--- src/rtl/dma_defs.sv ---
// Shared encodings for the DMA address generator:
// transfer modes, FSM states and mode helpers.
package dma_defs;

  typedef enum logic [1:0] {
    MODE_STOP   = 2'b00,
    MODE_CMP    = 2'b01,
    MODE_REINIT = 2'b10,
    MODE_FREE   = 2'b11
  } mode_e;

  typedef enum logic [1:0] {
    ST_IDLE = 2'b00,
    ST_RUN  = 2'b01,
    ST_DONE = 2'b10
  } state_e;

  function automatic logic wc_counts_up(mode_e m);
    return m == MODE_CMP;
  endfunction

  // Free-run never terminates, so a zero base cannot end it early
  function automatic logic mode_terminates(mode_e m);
    return m != MODE_FREE;
  endfunction

endpackage

--- src/rtl/updown_counter_p.sv ---
// Loadable up/down counter with a wrap flag that
// marks an enabled step across the all-ones/zero edge.
module updown_counter_p #(
  parameter int W = 8
) (
  input  logic         clk,
  input  logic         res,
  input  logic         load,
  input  logic [W-1:0] load_val,
  input  logic         en,
  input  logic         up,
  output logic [W-1:0] q,
  output logic         wrap
);

  logic [W-1:0] cnt_q;
  logic [W-1:0] cnt_d;

  always_comb begin
    cnt_d = cnt_q;
    wrap  = 1'b0;
    if (load) begin
      cnt_d = load_val;
    end else if (en) begin
      if (up) begin
        cnt_d = cnt_q + 1'b1;
        wrap  = &cnt_q;
      end else begin
        cnt_d = cnt_q - 1'b1;
        wrap  = ~|cnt_q;
      end
    end
  end

  always_ff @(posedge clk or posedge res) begin
    if (res) cnt_q <= '0;
    else     cnt_q <= cnt_d;
  end

  assign q = cnt_q;

endmodule

--- src/rtl/dma_addr_gen.sv ---
// DMA address generator: address and word counters
// sequenced by an IDLE/RUN/DONE transfer FSM.
module dma_addr_gen #(
  parameter int ADDR_W = 8,
  parameter int WC_W   = 8
) (
  input  logic              clk,
  input  logic              res,
  input  logic              load_addr,
  input  logic              load_wc,
  input  logic [ADDR_W-1:0] addr_in,
  input  logic [WC_W-1:0]   wc_in,
  input  logic [1:0]        mode,
  input  logic              up,
  input  logic              start,
  input  logic              step,
  output logic [ADDR_W-1:0] addr_out,
  output logic [WC_W-1:0]   wc_out,
  output logic              busy,
  output logic              done,
  output logic              carry_out
);

  import dma_defs::*;

  state_e            state_q, state_d;
  mode_e             mode_q, mode_d;
  mode_e             mode_in;
  logic [ADDR_W-1:0] abase_q, abase_d;
  logic [WC_W-1:0]   wbase_q, wbase_d;
  logic              busy_q, busy_d;
  logic              done_q, done_d;
  logic              carry_q, carry_d;

  logic [ADDR_W-1:0] addr_q;
  logic [WC_W-1:0]   wc_q;
  logic [WC_W-1:0]   wc_inc;
  logic              addr_wrap;
  logic              wc_wrap;

  logic              any_load;
  logic              in_run;
  logic              start_ok;
  logic              do_step;
  logic              wc_one;
  logic              stop_term;
  logic              reinit_term;
  logic              zero_start;
  logic              addr_ld;
  logic              wc_ld;
  logic [WC_W-1:0]   wc_ld_val;

  assign mode_in = mode_e'(mode);
  assign wc_inc  = wc_q + 1'b1;

  always_comb begin
    any_load = load_addr | load_wc;
    in_run   = state_q == ST_RUN;
    start_ok = start & ~in_run;
    // Any load in the same cycle takes precedence over a step
    do_step  = in_run & step & ~any_load;
    abase_d  = load_addr ? addr_in : abase_q;
    wbase_d  = load_wc ? wc_in : wbase_q;
    mode_d   = start_ok ? mode_in : mode_q;
    wc_one   = wc_q == WC_W'(1);
    stop_term = do_step &
      (((mode_q == MODE_STOP) & wc_one) |
       ((mode_q == MODE_CMP) & (wc_inc == wbase_q)));
    reinit_term = do_step & (mode_q == MODE_REINIT) & wc_one;
    zero_start  = start_ok & (wbase_d == '0) &
                  mode_terminates(mode_in);
  end

  always_comb begin
    addr_ld   = load_addr | start_ok | reinit_term;
    wc_ld     = start_ok | reinit_term;
    wc_ld_val = wbase_d;
    if (start_ok & wc_counts_up(mode_in)) wc_ld_val = '0;
  end

  updown_counter_p #(
    .W (ADDR_W)
  ) u_addr_cnt (
    .clk      (clk),
    .res      (res),
    .load     (addr_ld),
    .load_val (abase_d),
    .en       (do_step),
    .up       (up),
    .q        (addr_q),
    .wrap     (addr_wrap)
  );

  updown_counter_p #(
    .W (WC_W)
  ) u_wc_cnt (
    .clk      (clk),
    .res      (res),
    .load     (wc_ld),
    .load_val (wc_ld_val),
    .en       (do_step),
    .up       (wc_counts_up(mode_q)),
    .q        (wc_q),
    .wrap     (wc_wrap)
  );

  always_ff @(posedge clk or posedge res) begin
    if (res) begin
      state_q <= ST_IDLE;
      mode_q  <= MODE_STOP;
      abase_q <= '0;
      wbase_q <= '0;
      busy_q  <= 1'b0;
      done_q  <= 1'b0;
      carry_q <= 1'b0;
    end else begin
      state_q <= state_d;
      mode_q  <= mode_d;
      abase_q <= abase_d;
      wbase_q <= wbase_d;
      busy_q  <= busy_d;
      done_q  <= done_d;
      carry_q <= carry_d;
    end
  end

  always_comb begin
    state_d = state_q;
    case (state_q)
      ST_IDLE: begin
        if (start) state_d = zero_start ? ST_DONE : ST_RUN;
      end
      ST_RUN: begin
        if (stop_term) state_d = ST_DONE;
      end
      ST_DONE: begin
        if (start)         state_d = zero_start ? ST_DONE : ST_RUN;
        else if (any_load) state_d = ST_IDLE;
      end
      default: state_d = ST_IDLE;
    endcase
  end

  always_comb begin
    busy_d  = state_d == ST_RUN;
    done_d  = (state_d == ST_DONE) | reinit_term;
    // Reload replaces the step, so wrap is already masked
    carry_d = addr_wrap;
  end

  assign addr_out  = addr_q;
  assign wc_out    = wc_q;
  assign busy      = busy_q;
  assign done      = done_q;
  assign carry_out = carry_q;

  logic unused_wc_wrap;
  assign unused_wc_wrap = wc_wrap;

endmodule

--- config.mk ---
export PLATFORM = sky130hd
export DESIGN_NAME = dma_addr_gen
export DESIGN_NICKNAME = d
export VERILOG_FILES = /design/src/rtl/dma_defs.sv /design/src/rtl/updown_counter_p.sv /design/src/rtl/dma_addr_gen.sv
export SDC_FILE = /design/constraint.sdc
export NUM_CORES = 1
export LEC_CHECK = 0
export BUFFER_PORTS_ARGS = -buffer_cell sky130_fd_sc_hd__buf_2
export CAP_MARGIN = 10
export CORE_MARGIN = 4
export CORE_UTILIZATION = 55
export CTS_CLUSTER_DIAMETER = 50
export CTS_CLUSTER_SIZE = 40
export DETAILED_ROUTE_END_ITERATION = 12
export MAX_ROUTING_LAYER = met4
export PLACE_DENSITY = 0.76
export SLEW_MARGIN = 20
export SYNTH_ARGS = -nofsm -noshare
export SYNTH_HDL_FRONTEND = slang
export SYNTH_SLANG_ARGS = --single-unit
--- constraint.sdc ---
create_clock -name clk -period 2.3 [get_ports clk]
set_input_delay 0.115 -clock clk [delete_from_list [all_inputs] [get_ports clk]]
set_output_delay 0.115 -clock clk [all_outputs]
set_load 0.005 [all_outputs]
# --- After elaboration in Yosys (flattened, before gate mapping) ---
# Index checks and enable logic that the tools add are counted.
op_classes:
  n_addsub: 4
  eq_ne: 10
  mux: 18
  bitwise: 19
  reduce_logical: 8
op_table:
  columns: ["operator", "count"]
  rows:
  - ["8-bit 2-to-1 mux", 9]
  - ["8-bit by 1-bit adder with 8-bit output (second input constant)", 2]
  - ["8-bit by 1-bit subtractor with 8-bit output (second input constant)", 2]
  - ["1-bit AND", 11]
  - ["2-bit 2-to-1 mux", 5]
  - ["2-bit by 1-bit == test with 1-bit output (second input constant)", 4]
  - ["8-bit by 1-bit == test with 1-bit output (second input constant)", 1]
  - ["8-bit == test", 1]
  - ["8-bit logical NOT", 1]
  - ["8-bit AND reduction", 1]
  - ["8-bit OR reduction", 1]
  - ["2-bit == test (second input constant)", 3]
  - ["1-bit OR", 6]
  - ["2-bit case mux with 3 select lines", 1]
  - ["2-bit logical NOT", 2]
  - ["2-bit nonzero test", 2]
  - ["1-bit 2-to-1 mux", 3]
  - ["2-bit inequality test (second input constant)", 1]
  - ["1-bit inverter", 2]
  - ["1-bit logical NOT", 1]
totals:
  ff_bits: 39
  inputBits: 25
  output_inout_bits: 19
  wordCells: 68

# --- Longest topological paths before layout ---
depth:
  ltp_word: 10
  mapped_depth: 9
  mapped_depth_nobuf: 8

# --- By module ---
# From an unflattened synthesis, not the netlist that was laid out.
unflattened:
  cells_unflattened: 295
  hier_area_um2: 2776.4
by_module_without_submodules:
  columns: ["module", "instances", "cells_each", "area_each_um2", "seq_area_each_um2"]
  rows:
  - ["updown_counter_p", 2, 87, 718.2, 200.2]
  - ["dma_addr_gen", 1, 121, 1340.0, 575.6]

# --- Worst setup path before layout ---
# Ideal clock, no wire load.
synth_path:
  kind: "reg2reg"
  from: "register u_wc_cnt.cnt_q[4] (netlist: u_wc_cnt.q[4])"
  to: "register u_wc_cnt.cnt_q[2] (netlist: u_wc_cnt.q[2])"
  setup_ns: 0.124
  arrival_ns: 2.004
  required_ns: 2.176
  slack_ns: 0.172
  path_stages_with_launch: 8
  n_path_buf: 2
  period_less_slack_ns: 2.128
  cell_sequence: "dfrtp_1 > buf_6 > or4_4 > nor4_4 > a31oi_4 > buf_6 > a221oi_2 > nor2_1"
synth_via:
  elab_chain_cells: 4
  word_cells_on_any_way: 5
  classes_between: "1 x eq/ne; 1 x mux; 2 x bitwise; 1 x reduce/logical"
synth_lines:
  columns: ["element", "line", "source"]
  rows:
  - ["start: declaration", "updown_counter_p.sv:16", "logic [W-1:0] cnt_q;"]
  - ["start signal: assignment", "updown_counter_p.sv:37", "else cnt_q <= cnt_d;"]
  - ["8-bit by 1-bit == test with 1-bit output (*)", "dma_addr_gen.sv:65", "wc_one = wc_q == WC_W'(1);"]
  - ["1-bit AND (*)", "dma_addr_gen.sv:69", "reinit_term = do_step & (mode_q == MODE_REINIT) & wc_one;"]
  - ["1-bit OR (*)", "dma_addr_gen.sv:76", "wc_ld = start_ok | reinit_term;"]
  - ["8-bit 2-to-1 mux / 2-bit nonzero test (equally long branches)", null, null]
# Every way passes the cells marked *; elsewhere a longest branch is shown, timed or not.
# A chain may end at the register's enable or synchronous reset.

# --- Final worst setup path ---
layout_path:
  from: "register u_wc_cnt.cnt_q[5] (netlist: u_wc_cnt.q[5])"
  to: "register u_wc_cnt.cnt_q[2] (netlist: u_wc_cnt.q[2])"
# The elaborated chain is that of the path after synthesis.

==> results.toml <==
[global_route]
overflow = 0
grt_antenna_before_repair = 0
grt_pass1_wl_mm = 10.6
grt_util_all_layers = 0.228
grt_start_max_net_pins = 40
grt_pass1_vias = 2221

[cts]
h-tree-depth = 2
clock_sinks = 39
root_buffer = "clkbuf_8"
clkSlewWorstSetupHoldPaths_ps = 70
clkLatencyLatePin_ps = 290
numCtsBuffers = 5
cts_tree = "yes"
cts_buffer_depth = 2

[worst_setup_path]
path_depth = 6
slowest_stage = "or4_4"
cp-startpoint = "u_wc_cnt.q[5]"
worstPathRequired_ps = 2480
cp_max_fo = 7
crit-reg2reg-launch = "u_wc_cnt.q[5]"
r2r_cells = 6
crit_chain = "or4_4, nor4_4, a31oi_4, buf_4, a221oi_2, nor2_1"
start_kind = "flip-flop"
cp-end-kind = "flip-flop"
crit_type = "flip-flop to flip-flop"
arrival_ps = 2460
critPathMaxStageDelay_ps = 550
cp_top_family = "simple AND/OR/NAND/NOR gates"
cp_num_buf_inv = 1

[route]
drt-total-wl_mm = 6.67
antenna_left = 0
first_pass_iters = 5
first_iter_violations = 178
post_drt_wl_per_cell_microns = 17.7
num_vias = 2349
vias_per_cell = 6.25
drcViolationCount = 0

[cells_and_area]
fillers = 332
stdcell_area_sq_um = 3100
drive_gt1_frac = 0.346
area_growth_syn_to_layout_pct = 17.5
nets = 359
final_cells = 376
n_antenna_cell = 0
multi_input_comb_area_sq_um = 1560
ff_latch_area_sq_um = 978

[floorplan]
initial_core_util = 0.585
die-area_sq_um = 5970
die_h_microns = 77.2
fp.coreArea_sq_um = 4500
ios = 44
rows = 24
die_w_microns = 77.2

[power_and_ir_drop]
total_power_uw = 2520
powerDensity_nw_per_um2 = 813
p_leak_uw = 0.00129
ir_worst_vdd_v = 0.000416

[synthesis]
synth.avg_cell_area_sq_um = 9.95
post_synth_num_cell_types = 63
ys_ff_latch = 39
synth_edf_count = 0
synth_nets = 300
synth_area_sq_um = 2640
synth_top_area_frac = 0.370
synth_area_leaders = "dfrtp_1 (37%), mux2_2 (7.7%), xnor2_1 (4.7%)"
yosysTopAreaCell = "dfrtp_1"
async_flop_share = 1.00
syn_inst = 265
yosysWarnings = 0
synth_ff_type = "dfrtp_1"
yosysSeqAreaShare = 0.370

[timing]
finalSetupViolations = 0
drv_slew = 0
finalCriticalPeriod_ps = 2280
relSlewSlack = 0.565
rsz0062_at_grt = "yes"
worst_pin_slew_ps = 649
max_freq_mhz = 438
finalHoldViolCount = 0
fin_crit_sh = 0.992
skew_ps = 4.54

[hold_path]
hold_depth = 3
hold_path_class = "primary input to flip-flop"
holdCritStartpoint = "addr_in[4]"

[job]
maxCapViolations = 0

[placement]
dp.cells = 362
dp_hpwl_mm = 4.85
placed_area_sq_um = 2930
portBuffers = 43
gp_congestion = 0.962

[outcome]
status = "finished clean"
state kept, by name (all words and copies together) (netlist names):
register      count
done              1
wbase_q           8
abase_q           8
carry_out         1
u_wc_cnt.q        8
busy              1
u_addr_cnt.q      8
mode_q            2
state_q           2
cells in the mapped netlist, types with 2 or more instances:
cell	count
dfrtp_1	39
a21oi_1	21
nor2_1	19
mux2_2	18
nand2_1	15
xnor2_1	14
inv_1	10
ha_1	9
nand2b_1	9
o21ai_0	8
nand3_1	7
a31oi_1	6
clkbuf_1	5
nand4_1	5
nor3_1	5
xor2_1	5
nor3b_1	4
a221oi_2	3
a31o_2	3
buf_6	3
nand3b_1	3
nor2b_1	3
nor4b_1	3
o211ai_1	3
o22ai_1	3
a21o_1	2
nor4_1	2
o21bai_1	2
or4_1	2
cell type report:
class | instances | share of cell area
sequential | 39 | 0.316
clock buffer | 6 | 0.0267
multi-input combinational | 205 | 0.503
clock inverter | 1 | 0.00162
timing repair buffer | 63 | 0.120
tap | 52 | 0.0210
inverter | 10 | 0.0121
worst reg2reg max path: stages (launching register included):
cell,delay [ps]
dfrtp_1,380
or4_4,550
nor4_4,450
a31oi_4,250
buf_4,210
a221oi_2,230
nor2_1,90
per-stage QoR:
stage | setup TNS, ps | hold slack, ps | util | worst slack, ps
6_report | 0 | 48.0 | 0.688 | 18.1
5_1_grt | -162 | 49.8 | 0.688 | -59.1
4_1_cts | 0 | 42.7 | 0.671 | 38.1
3_5_place_dp | 0 | 267 | 0.650 | 46.6
3_3_place_gp | 0 | 264 | 0.650 | 107
2_1_floorplan | 0 | 232 | - | 172
metal layers:
layer  part of all wire  GRT usage  up-vias
met4              0.017     0.0409        0
met5                  0          -        -
li1                   -          -     1097
met1               0.45      0.323     1123
met3              0.084     0.0585       23
met2               0.45      0.336      106
cell usage in the layout, fill, tap and decap left out, types with 6 or more instances in the layout:
cell type	synthesis	routed
xnor2_1	14	13
nand2_1	15	15
nand3_1	7	7
nor2_1	19	19
dfrtp_1	39	37
buf_4	0	18
a21oi_1	21	20
a31oi_1	6	6
buf_2	1	43
inv_1	10	10
nand2b_1	9	9
o21ai_0	8	8
ha_1	9	9
mux2_2	18	18
clkbuf_8	1	6
kinds of logic (layout without fill, tap and decap cells):
logic type,count (synthesis),count (layout),synth area share
xor gates and xnor gates,19,19,0.0631
and+or+nand+nor,91,91,0.201
muxes,18,18,0.0769
DFF,39,39,0.370
buffers and inverters,22,80,0.0503
adders and majority gates,10,10,0.0503
AOI/OAI and AO/OA,66,67,0.188
report_power, final:
part	total, uW	leakage, uW	switching (uW)	internal [uW]
combinational	1090	0.000790	594	495
clock	473	0.0000470	237	235
sequential	956	0.000455	145	811
path summary, 6_finish.rpt:
check	to	slack, ps
worst max-delay path	u_wc_cnt.q[2]	20
worst min-delay path	u_addr_cnt.q[4]	50
worst max register to register	u_wc_cnt.q[2]	20
worst min register to register	abase_q[0]	500
max in group asynchronous	u_wc_cnt.q[0]	1420
min in group asynchronous	wbase_q[7]	490
what timing repair did:
| item | in CTS | in global routing |
|---|---|---|
| endpoints found under the hold margin | 39 | 0 |
| gates resized for setup | 0 | 6 |
| endpoints found under the setup margin | 0 | 6 |
| hold buffers | 1 | 0 |
| setup buffers | 0 | 5 |
Note: power is estimated with default switching activity, not from simulation.
